### src/rtl/lc3b_types.sv
// Shared LC-3b pipeline types: register specifier, forwarding select codes
// and hazard-unit FSM states.
package lc3b_types;

  localparam int unsigned LC3B_REG_W = 3;

  typedef logic [LC3B_REG_W-1:0] lc3b_reg;

  typedef enum logic [1:0] {
    FWD_RF    = 2'b00,
    FWD_MEMWB = 2'b01,
    FWD_EXMEM = 2'b10,
    FWD_HIST  = 2'b11
  } fwd_sel_t;

  typedef enum logic {
    HZ_RUN     = 1'b0,
    HZ_LU_WAIT = 1'b1
  } hz_state_t;

endpackage

### src/rtl/fwd_select.sv
// Per-operand forwarding priority mux: EX/MEM > MEM/WB > WB-history > regfile.
// Ports:
//   src, src_used                 operand specifier and whether it is read
//   exmem_write/is_load/dest      EX/MEM producer
//   memwb_write/dest              MEM/WB producer
//   hist_valid/dest               one-entry writeback history
//   sel_c                         combinational operand select (fwd_sel_t code)
module fwd_select
  import lc3b_types::*;
#(
  parameter int unsigned REG_W   = 3,
  parameter bit          HIST_EN = 1'b1
) (
  input  logic [REG_W-1:0] src,
  input  logic             src_used,
  input  logic             exmem_write,
  input  logic             exmem_is_load,
  input  logic [REG_W-1:0] exmem_dest,
  input  logic             memwb_write,
  input  logic [REG_W-1:0] memwb_dest,
  input  logic             hist_valid,
  input  logic [REG_W-1:0] hist_dest,
  output logic [1:0]       sel_c
);

  // A load in EX/MEM has no data yet; that case is covered by the load-use stall.
  always_comb begin
    sel_c = FWD_RF;
    if (src_used) begin
      if (exmem_write && !exmem_is_load && (exmem_dest == src)) begin
        sel_c = FWD_EXMEM;
      end else if (memwb_write && (memwb_dest == src)) begin
        sel_c = FWD_MEMWB;
      end else if (HIST_EN && hist_valid && (hist_dest == src)) begin
        sel_c = FWD_HIST;
      end
    end
  end

endmodule

### src/rtl/fwd_hazard_unit.sv
// Operand forwarding, load-use stall sequencing, memory-wait freeze and a
// saturating stall-cycle counter for the ID/EX boundary.
// Ports:
//   clk, reset_n                      clock, async active-low reset
//   ex_sr1/2, ex_sr1/2_used           EX operand specifiers
//   id_valid, id_sr1/2, id_sr1/2_used ID operand specifiers
//   idex_*, exmem_*, memwb_*          in-flight producers
//   mem_busy                          memory stage waiting
//   perf_clr                          clear stall_count
//   fwd_a, fwd_b                      ALU operand selects
//   hold_front, bubble_ex, hold_all   pipeline-register controls
//   stall_count                       saturating stalled-cycle count
module fwd_hazard_unit
  import lc3b_types::*;
#(
  parameter int unsigned REG_W            = 3,
  parameter int unsigned LOAD_USE_CYCLES  = 1,
  parameter int unsigned RF_WRITE_THROUGH = 0,
  parameter int unsigned CNT_W            = 16
) (
  input  logic             clk,
  input  logic             reset_n,
  input  logic [REG_W-1:0] ex_sr1,
  input  logic [REG_W-1:0] ex_sr2,
  input  logic             ex_sr1_used,
  input  logic             ex_sr2_used,
  input  logic             id_valid,
  input  logic [REG_W-1:0] id_sr1,
  input  logic [REG_W-1:0] id_sr2,
  input  logic             id_sr1_used,
  input  logic             id_sr2_used,
  input  logic             idex_write,
  input  logic             idex_is_load,
  input  logic [REG_W-1:0] idex_dest,
  input  logic             exmem_write,
  input  logic             exmem_is_load,
  input  logic [REG_W-1:0] exmem_dest,
  input  logic             memwb_write,
  input  logic [REG_W-1:0] memwb_dest,
  input  logic             mem_busy,
  input  logic             perf_clr,
  output logic [1:0]       fwd_a,
  output logic [1:0]       fwd_b,
  output logic             hold_front,
  output logic             bubble_ex,
  output logic             hold_all,
  output logic [CNT_W-1:0] stall_count
);

  localparam int unsigned LU_CNT_W  = 3;
  localparam int unsigned LU_RELOAD = (LOAD_USE_CYCLES > 1) ? LOAD_USE_CYCLES - 2 : 0;
  localparam bit          HIST_EN   = (RF_WRITE_THROUGH == 0);

  hz_state_t           state, next_state;
  logic [LU_CNT_W-1:0] lu_cnt, next_lu_cnt;
  logic                hist_valid;
  logic [REG_W-1:0]    hist_dest;
  logic [1:0]          fwd_a_c, fwd_b_c;
  logic                lu_hit_c;
  logic                hold_front_c, bubble_ex_c, hold_all_c;

  // Operand forwarding muxes
  fwd_select #(.REG_W(REG_W), .HIST_EN(HIST_EN)) u_fwd_a (
    .src           (ex_sr1),
    .src_used      (ex_sr1_used),
    .exmem_write   (exmem_write),
    .exmem_is_load (exmem_is_load),
    .exmem_dest    (exmem_dest),
    .memwb_write   (memwb_write),
    .memwb_dest    (memwb_dest),
    .hist_valid    (hist_valid),
    .hist_dest     (hist_dest),
    .sel_c         (fwd_a_c)
  );

  fwd_select #(.REG_W(REG_W), .HIST_EN(HIST_EN)) u_fwd_b (
    .src           (ex_sr2),
    .src_used      (ex_sr2_used),
    .exmem_write   (exmem_write),
    .exmem_is_load (exmem_is_load),
    .exmem_dest    (exmem_dest),
    .memwb_write   (memwb_write),
    .memwb_dest    (memwb_dest),
    .hist_valid    (hist_valid),
    .hist_dest     (hist_dest),
    .sel_c         (fwd_b_c)
  );

  // Load in EX feeding an operand of the instruction in ID
  assign lu_hit_c = id_valid && idex_write && idex_is_load &&
                    ((id_sr1_used && (id_sr1 == idex_dest)) ||
                     (id_sr2_used && (id_sr2 == idex_dest)));

  // Hazard FSM state register
  always_ff @(posedge clk or negedge reset_n) begin
    if (!reset_n) begin
      state  <= HZ_RUN;
      lu_cnt <= '0;
    end else begin
      state  <= next_state;
      lu_cnt <= next_lu_cnt;
    end
  end

  // Next state and stall controls; a memory wait freezes the FSM in place
  always_comb begin
    next_state   = state;
    next_lu_cnt  = lu_cnt;
    hold_front_c = 1'b0;
    bubble_ex_c  = 1'b0;
    hold_all_c   = 1'b0;
    if (mem_busy) begin
      hold_all_c = 1'b1;
    end else begin
      case (state)
        HZ_RUN: begin
          if (lu_hit_c) begin
            hold_front_c = 1'b1;
            bubble_ex_c  = 1'b1;
            if (LOAD_USE_CYCLES > 1) begin
              next_lu_cnt = LU_CNT_W'(LU_RELOAD);
              next_state  = HZ_LU_WAIT;
            end
          end
        end
        HZ_LU_WAIT: begin
          hold_front_c = 1'b1;
          bubble_ex_c  = 1'b1;
          if (lu_cnt == '0) begin
            next_state = HZ_RUN;
          end else begin
            next_lu_cnt = lu_cnt - LU_CNT_W'(1);
          end
        end
        default: next_state = HZ_RUN;
      endcase
    end
  end

  // Reset forces every combinational output low immediately
  assign fwd_a      = reset_n ? fwd_a_c : 2'b00;
  assign fwd_b      = reset_n ? fwd_b_c : 2'b00;
  assign hold_front = reset_n & hold_front_c;
  assign bubble_ex  = reset_n & bubble_ex_c;
  assign hold_all   = reset_n & hold_all_c;

  // Writeback history: remembers the last retired destination for one cycle
  always_ff @(posedge clk or negedge reset_n) begin
    if (!reset_n) begin
      hist_valid <= 1'b0;
      hist_dest  <= '0;
    end else if (!hold_all_c) begin
      hist_valid <= memwb_write;
      hist_dest  <= memwb_dest;
    end
  end

  // Saturating stalled-cycle counter
  always_ff @(posedge clk or negedge reset_n) begin
    if (!reset_n) begin
      stall_count <= '0;
    end else if (perf_clr) begin
      stall_count <= '0;
    end else if ((hold_front_c || hold_all_c) && (stall_count != '1)) begin
      stall_count <= stall_count + CNT_W'(1);
    end
  end

endmodule

### config.mk
export PLATFORM = sky130hd
export DESIGN_NAME = fwd_hazard_unit
export DESIGN_NICKNAME = d
export VERILOG_FILES = /design/src/rtl/lc3b_types.sv /design/src/rtl/fwd_select.sv /design/src/rtl/fwd_hazard_unit.sv
export SDC_FILE = /design/constraint.sdc
export NUM_CORES = 1
export LEC_CHECK = 0
export BUFFER_PORTS_ARGS = -buffer_cell sky130_fd_sc_hd__buf_4
export CORE_AREA = 8 8 60 72
export DETAILED_ROUTE_END_ITERATION = 10
export DIE_AREA = 0 0 68 80
export PLACE_DENSITY = 0.79
export SETUP_SLACK_MARGIN = 0.2
export SYNTH_ARGS = -nofsm -noshare
export SYNTH_HDL_FRONTEND = slang
export SYNTH_HIERARCHICAL = 1
export SYNTH_SLANG_ARGS = --single-unit
### constraint.sdc
create_clock -name clk -period 4.31 [get_ports clk]
set_clock_uncertainty 0.05 [all_clocks]
set_input_delay 0.431 -clock clk [delete_from_list [all_inputs] [get_ports clk]]
set_output_delay 0.431 -clock clk [all_outputs]
set_load 0.05 [all_outputs]
# Yosys cells after proc, flatten, opt, wreduce, memory -nomap -nowiden
# Cells that the tools add are included.
# word_totals
regBits	24
latchBits	0
ram_bits	0
rom_bits	0
inputBits	35
wordCells	58
memories	0
# op_classes
addsub	2
n_mul	0
div	0
order_cmp	0
n_eq_ne	9
n_shift	0
mux	18
bitwise	5
n_reduce_logical	19
# ops
operator	n
$mux W16	2
$eq A3 B3 Y1	8
$mux W2	10
$add A16 B1 Y16 const B	1
$ne A16 B16 Y1 const B	1
$logic_and A1 B1 Y1	13
$mux W1	5
$logic_not A3 Y1	1
$not A1 Y1	3
$reduce_and A3 Y1	1
$sub A3 B1 Y3 const B	1
$and A1 B1 Y1	2
$logic_or A1 B1 Y1	2
$pmux W1 S2	1
$reduce_bool A2 Y1	1
$logic_not A1 Y1	1

# Depth between registers and ports, before layout
# Gate-level depths: netlist of run 1.
# logic_depth
word_depth	11
mapped_depth	8
ltp_nobuf	7

# Modules after synthesis
# Netlist of run 1, hierarchy kept.
# modules_own_cells
module	n_inst	cells_each	area_each_um2	seq_area_each_um2
fwd_hazard_unit	1	137	1332.5	600.6
fwd_select	2	18	143.9	0.0

# Worst setup path before layout of run 1
# OpenSTA, ideal clock, no wires.
# synth_timing
path_type	input to output
from	input port id_sr1[1]
to	output port hold_front
t_arrival_ps	1646
path_slack_ps	2183
stages	5
cell_sequence	xnor2_1 > nand4_1 > a21oi_4 > o211a_1 > buf_4
# synth_between
elab_chain_len	8
# synth_rtl
element	line	source
start, declared	fwd_hazard_unit.sv:28	input logic [REG_W-1:0] id_sr1,
$eq A3 B3 Y1	fwd_hazard_unit.sv:91	((id_sr1_used && (id_sr1 == idex_dest)) ||
$logic_and A1 B1 Y1	fwd_hazard_unit.sv:91	
$logic_or A1 B1 Y1	fwd_hazard_unit.sv:91	
$logic_and A1 B1 Y1	fwd_hazard_unit.sv:90	assign lu_hit_c = id_valid && idex_write && idex_is_load &&
$mux W1	n/a	
$pmux W1 S2	n/a	
$mux W1	n/a	
$and A1 B1 Y1	n/a	
end, declared	fwd_hazard_unit.sv:44	output logic hold_front,
# No other way between the ends.

# Worst setup path in the final report of run 1
# layout_timing
from	register stall_count[0]
to	register stall_count[12]
# layout_between
elab_chain_len	3
elab_cells_between_ends	6
cone_classes	1 x add/sub; 1 x eq/ne; 2 x mux; 2 x reduce/logical
# layout_rtl
element	line	source
start, declared	fwd_hazard_unit.sv:47	output logic [CNT_W-1:0] stall_count
start signal, assigned	fwd_hazard_unit.sv:165	stall_count <= stall_count + CNT_W'(1);
$add A16 B1 Y16 / $ne A16 B16 Y1 (equally long branches)	fwd_hazard_unit.sv:165, fwd_hazard_unit.sv:164	
$mux W16 / $logic_and A1 B1 Y1 (equally long branches)	fwd_hazard_unit.sv:164	end else if ((hold_front_c || hold_all_c) && (stall_count != '1)) begin
$mux W16 / $reduce_bool A2 Y1 (equally long branches)	n/a	
# Parallel ways exist; a longest one is shown, timed or not. The select of a mux whose other input is x is not followed.
# A chain may end at the register's enable or synchronous reset.

==> impl_metrics.ini, run 1 <==
[synth]
ys.flop_type = dfrtp_1
syn_area_um2 = 1620
synth_edf_count = 0
synth_nets = 211
synth_seq_cells = 24
ys_warn_count = 6
syn_avg_cell_area_um2 = 9.366
async_reset_ff_share_pct = 100.0
synth_cells = 173
synth_cell_types = 39
ys_seq_area_share_pct = 37.07

[power_and_ir_drop]
power_mw = 0.4993
powerDensity_nw_per_um2 = 236.4
vdd_drop_max_mv = 0.2097
p_int_mw = 0.3643
power_frac_seq_pct = 47.7
power_frac_clock_pct = 30.5
power_frac_comb_pct = 21.8
p_sw_mw = 0.1351
switching_share_pct = 27.05
leakage_nw = 0.9414

[sta]
holdWs_ps = 13.38
worst_pin_slew_ps = 750.2
fin_crit_ps = 2107
finalMaxSlewViolations = 0
fin_ws_ps = 2203
rsz0062_at_grt = no
finalHoldViolations = 0
post-route-period-util_pct = 48.88
setup_viol = 0
fin_setup_tns_ps = 0
fmax_ghz = 0.4747
relSlewSlack_pct = 49.98

[placed_design]
dpl.cell_count = 261
place.gp.congestion = 0.7855
preCtsSetupSlack_ps = 2077
io_buffers = 57
place_area_um2 = 2057
hpwlAfterDp_um = 3038

[global_route]
grt_pass1_vias = 1463
grt_pass1_wl_um = 6354
track_usage_pct = 14.46
grt_max_degree = 31
antenna_found_initial = 0
overflow = 0

[worst_setup_path]
critical_path_class = reg2reg
required_ps = 4420
cp-end-kind = flop
arrival_ps = 2210
crit_path_start_kind = flop
crit_path_max_fanout = 23

[cts]
cts_resized = 0
tritoncts = built
clock_latency_ps = 270
cts_setup_buffers = 0
holdBufCountCts = 0
cts_buffers = 3
numClockSinks = 24
clockRootBuffer = clkbuf_8
cts.htree.levels = 1
cts.clk_slew.worst_paths_ps = 80
clock_path_buffers = 2

[floorplan]
chipHeight_um = 80
die_w_um = 68
die_area_um2 = 5440
ioPinCount = 58
core_area_um2 = 3223
rows = 23
start_util_pct = 50.27

[run_status]
status = completed

[finish]
fin_cells = 265
nets = 267
area_delta_synth_final_pct = 30.35
diodes = 0
drive_gt1_share_pct = 32.46
finish.utilization_pct = 65.53
finalInstanceArea_um2 = 2112

[detailed_routing]
drt_iter0_drc = 41
routed_via_density = 5.513
drt_first_pass_iters = 4
ant_nets = 0
num_vias = 1461
wirelength_um = 3889
wl_per_cell_um = 14.68
route.detailed.drc = 0

[worst_hold_path]
hold_path.class = in2async

[run]
maxCapViolations = 0
[power by group through the flow]
stage	Clock (mW)	Combinational, mW	Sequential [mW]
final	0.152	0.109	0.238
after global routing	0.164	0.118	0.239
after CTS	0.157	0.110	0.238
after detailed placement	0	0.109	0.243
after global placement	0	0.108	0.243
after floorplan	0	0.0543	0.249
[worst max-delay path, cell delays in order (launching register included)]
cell	delay [ps]
dfrtp_1	440
ha_1	270
and3_1	200
nand4_1	130
o21ai_2	230
nor4_1	300
mux2_2	380
[sequential cells by signal (all words and copies together), names as in the netlist]
name	flops
hist_dest	3
hist_valid	1
lu_cnt	3
stall_count	16
state	1
[final cells by class]
type	count	area, um2
clock buffer	4	55.05
fill	276	1111
inverter	7	26.28
multi-input combinational	136	955.9
sequential	24	600.6
tap	37	46.29
timing repair buffer	57	427.9
[synthesized netlist by cell type (2+ instances only)]
cell / count / share of area [%]
ha_1: 3 / 2.3
nand2b_1: 3 / 1.2
inv_1: 7 / 1.6
o211ai_1: 2 / 0.93
nand2_1: 11 / 2.5
a211oi_1: 2 / 0.93
or4_1: 2 / 0.93
o21ai_0: 10 / 3.1
and2_1: 5 / 1.9
xor2_1: 7 / 3.8
buf_4: 2 / 0.93
dfrtp_1: 24 / 37
nor2b_1: 2 / 0.77
o31ai_1: 2 / 0.93
xnor2_1: 20 / 11
or3_1: 7 / 2.7
nand4_1: 8 / 3.1
clkbuf_1: 2 / 0.46
and4b_1: 2 / 1.2
nor4_2: 2 / 1.5
nor2_1: 8 / 1.9
nand3_1: 8 / 2.5
mux2_2: 5 / 3.5
and3_1: 2 / 0.77
a22o_1: 2 / 1.1
mux2i_1: 3 / 1.9
a21oi_1: 10 / 3.1
[final timing paths]
kind	cells past startpoint	slack, ps	from	end
min in group clk	2	380	memwb_write	hist_valid
max in group asynchronous	1	3940	reset_n	stall_count[13]
setup / recovery	6	2200	stall_count[0]	stall_count[12]
hold reg to reg	1	420	lu_cnt[0]	lu_cnt[0]
hold / removal	1	10	reset_n	lu_cnt[2]
setup reg to reg	6	2200	stall_count[0]	stall_count[12]
[layer usage]
layer | track usage (%) | share of wire [%] | vias up
li1 | - | - | 729
met1 | 16.45 | 41 | 681
met2 | 25.49 | 49 | 44
met3 | 2.949 | 8.7 | 7
met4 | 5.133 | 1.7 | 0
met5 | 0 | 0 | -
[layout by cell type (no fill, tap or decap), types with 2 or more instances in the layout]
cell      Yosys  routed
o31ai_1       2       2
a211oi_1      2       2
mux2_2        5       5
nand4_1       8       8
o211ai_1      2       2
inv_1         7       7
xor2_1        7       7
and2_1        5       5
clkbuf_8      0       4
a21oi_1      10      10
a22o_1        2       2
nand2_1      11      11
and3_1        2       2
mux2i_1       3       3
or4_1         2       2
xnor2_1      20      20
nand2b_1      3       3
o21ai_0      10      10
nor2_1        8       8
nor2b_1       2       2
dfrtp_1      24      24
and4b_1       2       2
nand3_1       8       8
nor4_2        2       2
or3_1         7       7
buf_4         2      57
ha_1          3       3
[logic make-up after synthesis]
family,Yosys count,synth area share (%)
AOI/OAI and AO/OA,33,13.20
xor gates and xnor gates,27,14.59
adders and majority gates,3,2.317
buffers and inverters,13,3.938
DFF,24,37.07
muxes,8,5.328
and+or+nand+nor,65,23.55
No activity file was read; power rests on OpenSTA's default activity.
==> run 2, diff against run 1 <==
--- a/config.mk
+++ b/config.mk
@@ -6,10 +6,10 @@
 export NUM_CORES = 1
 export LEC_CHECK = 0
 export BUFFER_PORTS_ARGS = -buffer_cell sky130_fd_sc_hd__buf_4
-export CORE_AREA = 8 8 60 72
+export CORE_AREA = 8 8 62 74
 export DETAILED_ROUTE_END_ITERATION = 10
-export DIE_AREA = 0 0 68 80
-export PLACE_DENSITY = 0.79
+export DIE_AREA = 0 0 70 82
+export PLACE_DENSITY = 0.74
 export SETUP_SLACK_MARGIN = 0.2
 export SYNTH_ARGS = -nofsm -noshare
 export SYNTH_HDL_FRONTEND = slang
==> constraint.sdc (replaced) <==
create_clock -name clk -period 2.1 [get_ports clk]
set_clock_uncertainty 0.05 [all_clocks]
set_input_delay 0.21 -clock clk [delete_from_list [all_inputs] [get_ports clk]]
set_output_delay 0.21 -clock clk [all_outputs]
set_load 0.05 [all_outputs]
==> impl_metrics.ini, run 2 (synthesis gave the netlist of run 1 again) <==
[finish]
regArea_um2 = 616.8
fin_cells = 282
nets = 282
drive_gt1_share_pct = 45.68
area_delta_synth_final_pct = 43.94
finish.utilization_pct = 66.95
multi_input_area_um2 = 1041
largest_reg_flops = 16
reg_top3 = stall_count (16), hist_dest (3), lu_cnt (3)
final_cell_mix = buf_4 (69), xnor2_1 (17), dfrtp_2 (13)
finalInstanceArea_um2 = 2332
diodes = 0
layout_commonest_cell = buf_4
largest-register = stall_count
n_fill_cell = 289

[run]
maxCapViolations = 0

[sta]
finalMaxSlewViolations = 0
holdWs_ps = 150.8
fin_crit_ps = 1876
fmax_ghz = 0.5331
fin_setup_tns_ps = 0
rsz0062_at_grt = yes
setup_viol = 0
worst_pin_slew_ps = 335.5
finalHoldViolations = 0
post-route-period-util_pct = 89.32
fin_ws_ps = 224.3
relSlewSlack_pct = 77.44

[cts]
clockRootBuffer = clkbuf_8
tritoncts = built
cts.htree.levels = 1
clock_latency_ps = 270
cts.clk_slew.worst_paths_ps = 90
clock_path_buffers = 2
numClockSinks = 24
cts_buffers = 3

[worst_setup_path]
required_ps = 2240
r2r-end = stall_count[8]
r2r_setup_slack_ps = 220
crit_path_max_fanout = 6
arrival_ps = 2020
worstPathCellList = and3_4 > and3_1 > nand4_1 > buf_4 > o21ai_4 > or4_4 > a21oi_2
reg2reg_depth = 7
cp_slowest_stage_delay_ps = 440
critPathSlowestCell = dfrtp_2
crit_path_start_kind = flop
rr_startpoint = stall_count[3]
cp-endpoint = stall_count[8]
crit_buf_inv = 1
critical_path.top_delay_family = simple AND/OR/NAND/NOR gates
startpoint = stall_count[3]
critical_path_class = reg2reg
cp-end-kind = flop
cp.depth = 7

[power_and_ir_drop]
switching_share_pct = 25.25
power_frac_clock_pct = 35.1
p_sw_mw = 0.2886
vdd_drop_max_mv = 0.3363
power_frac_comb_pct = 22.1
powerDensity_nw_per_um2 = 490.1
power_frac_seq_pct = 42.9
power_mw = 1.143
p_int_mw = 0.8544
leakage_nw = 1.018

[detailed_routing]
wirelength_um = 4323
routed_via_density = 5.610
route.detailed.drc = 0
drt_iter0_drc = 57
num_vias = 1582
ant_nets = 0
wl_per_cell_um = 15.33
drt_first_pass_iters = 7

[placed_design]
place_area_um2 = 2091
dpl.cell_count = 265
place.gp.congestion = 0.8143
preCtsSetupSlack_ps = 87.80
hpwlAfterDp_um = 3207
io_buffers = 57

[floorplan]
chipHeight_um = 82
die_area_um2 = 5740
rows = 24
ioPinCount = 58
core_area_um2 = 3483
start_util_pct = 46.52
die_w_um = 70

[global_route]
grt_pass1_vias = 1486
track_usage_pct = 14.12
grt_pass1_wl_um = 6906
overflow = 0
grt_max_degree = 18
antenna_found_initial = 0

[worst_hold_path]
min_path_cells = 2
hold_path.class = in2reg

[run_status]
status = completed
run 2: cell count changes in the layout (fill, tap and decap cells not counted), moves of 2 or more:
cell / delta
a21oi_1: -3
a21oi_2: +3
buf_4: +12
dfrtp_1: -13
dfrtp_2: +13
o21ai_4: +2
xnor2_1: -3
xnor2_2: +3
run 2: per-layer routing:
metal | track usage, % | share of wire [%] | vias up
met4 | 2.817 | 1.3 | 0
li1 | - | - | 761
met1 | 15.54 | 38 | 761
met2 | 26.53 | 53 | 52
met5 | 0 | 0 | -
met3 | 4.106 | 7.6 | 8
run 2: worst reg2reg max path, delay by kind of cell, from the launching register on:
kind | cells | cell delay (ps)
buffers and inverters | 1 | 150
AND/OR/NAND/NOR | 4 | 950
flip-flops | 1 | 440
AO/OA/AOI/OAI | 2 | 210
run 2: power by group through the flow:
stage	registers, mW	clock network (mW)	logic [mW]
global route	0.492	0.423	0.275
CTS	0.490	0.405	0.235
floorplan	0.511	0	0.111
detailed placement	0.499	0	0.227
finish	0.490	0.401	0.252
global placement	0.499	0	0.223
run 2: repair_timing:
item                                   4_1_cts  5_1_grt
setup endpoints to repair                    6       17
hold buffers                                 1        0
gates cloned                                 2        0
endpoints found under the hold margin        9        0
resized for setup                            3       10
pin swaps                                    1        6
setup buffers                                2        8
run 2: cell type report:
type                       instances  share of cell area, %
timing repair buffer              70                  22.64
inverter                           7                  1.127
clock buffer                       3                  1.770
multi-input combinational        138                  44.64
sequential                        24                  26.45
tap                               39                  2.092
clock inverter                     1                  1.288
run 2: worst min path at each step:
stage,startpoint,to,slack [ps]
6_report,memwb_write,hist_valid,150
5_1_grt,memwb_write,hist_valid,150
4_1_cts,memwb_write,hist_valid,150
3_5_place_dp,reset_n,stall_count[4],20
3_3_place_gp,reset_n,stall_count[4],20
2_1_floorplan,reset_n,hist_dest[0],-140
==> run 3, diff against run 2 <==
--- a/config.mk
+++ b/config.mk
@@ -6,9 +6,9 @@
 export NUM_CORES = 1
 export LEC_CHECK = 0
 export BUFFER_PORTS_ARGS = -buffer_cell sky130_fd_sc_hd__buf_4
-export CORE_AREA = 8 8 62 74
+export CORE_AREA = 2 2 56 68
 export DETAILED_ROUTE_END_ITERATION = 10
-export DIE_AREA = 0 0 70 82
+export DIE_AREA = 0 0 58 70
 export PLACE_DENSITY = 0.74
 export SETUP_SLACK_MARGIN = 0.2
 export SYNTH_ARGS = -nofsm -noshare
==> impl_metrics.ini, run 3 (synthesis gave the netlist of run 1 again) <==
[run_status]
status = completed

[worst_setup_path]
crit_path_max_fanout = 4
cp_slowest_stage_delay_ps = 450
critPathSlowestCell = dfrtp_2
reg2reg_depth = 7
crit_path_start_kind = flop
startpoint = stall_count[1]
worstPathCellList = ha_4 > and3_4 > nand4_1 > buf_4 > o21ai_2 > nor4_2 > mux2_2
cp-end-kind = flop
rr_startpoint = stall_count[1]
cp-endpoint = stall_count[12]
required_ps = 2210
critical_path_class = reg2reg
r2r_setup_slack_ps = 120
r2r-end = stall_count[12]
arrival_ps = 2080

[sta]
fmax_ghz = 0.5057
fin_setup_tns_ps = 0
fin_crit_ps = 1978
worst_pin_slew_ps = 357.2
relSlewSlack_pct = 76.12
post-route-period-util_pct = 94.17
finalHoldViolations = 0
rsz0062_at_grt = yes
fin_ws_ps = 122.4
setup_viol = 0
finalMaxSlewViolations = 0
holdWs_ps = 143.4

[floorplan]
start_util_pct = 46.52
die_area_um2 = 4060
die_w_um = 58
chipHeight_um = 70
rows = 24
core_area_um2 = 3483
ioPinCount = 58

[global_route]
grt_pass1_wl_um = 6403
overflow = 0
grt_max_degree = 31
grt_use_met3_pct = 3.519
antenna_found_initial = 0
gr-usage-met1_pct = 24.67
grt_pass1_vias = 1408
grt.busiest_layer = met2
use_met2_pct = 33.96
track_usage_pct = 19.75

[finish]
area_delta_synth_final_pct = 51.27
fin_cells = 289
final_cell_mix = buf_4 (70), xnor2_1 (15), dfrtp_2 (13)
largest-register = stall_count
nets = 289
diodes = 0
multi_input_area_um2 = 1101
finalInstanceArea_um2 = 2451
largest_reg_flops = 16
drive_gt1_share_pct = 50.80
layout_commonest_cell = buf_4
regArea_um2 = 616.8
reg_top3 = stall_count (16), hist_dest (3), lu_cnt (3)
n_fill_cell = 271
finish.utilization_pct = 70.37

[detailed_routing]
route.detailed.drc = 0
num_vias = 1625
ant_nets = 0
wirelength_um = 4433
drt_first_pass_iters = 4
routed_via_density = 5.623
wl_per_cell_um = 15.34
drt_iter0_drc = 65

[cts]
numClockSinks = 24
tritoncts = built
clockRootBuffer = clkbuf_8
clock_latency_ps = 270
cts.clk_slew.worst_paths_ps = 90
clock_path_buffers = 2
cts.htree.levels = 1
cts_buffers = 3

[placed_design]
hpwlAfterDp_um = 2754
io_buffers = 57
preCtsSetupSlack_ps = 113.2
dpl.cell_count = 265
place.gp.congestion = 0.7859
place_area_um2 = 2091

[power_and_ir_drop]
power_mw = 1.084
vdd_drop_max_mv = 0.4102
powerDensity_nw_per_um2 = 442.2
leakage_nw = 1.082

[run]
maxCapViolations = 0

[worst_hold_path]
hold_path.class = in2reg
-- run 3: cell types whose count changed in the layout (fill, tap and decap cells not counted), moves of 2 or more --
cell / change
xnor2_1: -2
nand3_2: +2
xnor2_2: +2
buf_6: +6
nand3_1: -2
or3_1: -2
-- run 3: per-layer routing --
metal,part of all wire [%],vias to the layer above
met5,0,-
met4,2.0,0
met3,6.4,14
met2,53,65
met1,39,765
li1,-,781
-- run 3: worst min path at each step --
stage / startpoint / end / slack, ps / cells after the start
finish: memwb_write / hist_valid / 140 / 2
global route: memwb_write / hist_valid / 150 / 2
CTS: memwb_write / hist_valid / 140 / 2
detailed placement: reset_n / lu_cnt[0] / 90 / 1
global placement: reset_n / lu_cnt[0] / 100 / 1
floorplan: reset_n / hist_dest[0] / -140 / 0
-- run 3: critical path: cells and delay by family, from the launching register on --
family                     cells  cell delay, ps
and+or+nand+nor                3             550
DFF                            1             450
muxes                          1             390
adders and majority gates      1             170
buffers and inverters          1             150
AOI/OAI and AO/OA              1              90
-- run 3: final cells by class --
| cell class | count | share of cell area (%) |
|---|---|---|
| multi-input combinational | 138 | 44.92 |
| timing repair buffer | 77 | 24.60 |
| inverter | 7 | 1.072 |
| sequential | 24 | 25.17 |
| clock buffer | 4 | 2.246 |
| tap | 39 | 1.991 |
-- run 3: timing repair --
item / 4_1_cts / 5_1_grt
cloned: 1 / 1
buffers inserted: 6 / 11
resized for setup: 1 / 28
pin swaps: 0 / 20
endpoints found under the setup margin: 4 / 18
hold endpoints to repair: 24 / 0
hold buffers: 1 / 0
-- run 3: power by group --
part / internal [mW] / switching, mW
Clock: 0.168 / 0.156
Sequential: 0.474 / 0.0181
Combinational: 0.136 / 0.131
Total: 0.778 / 0.306
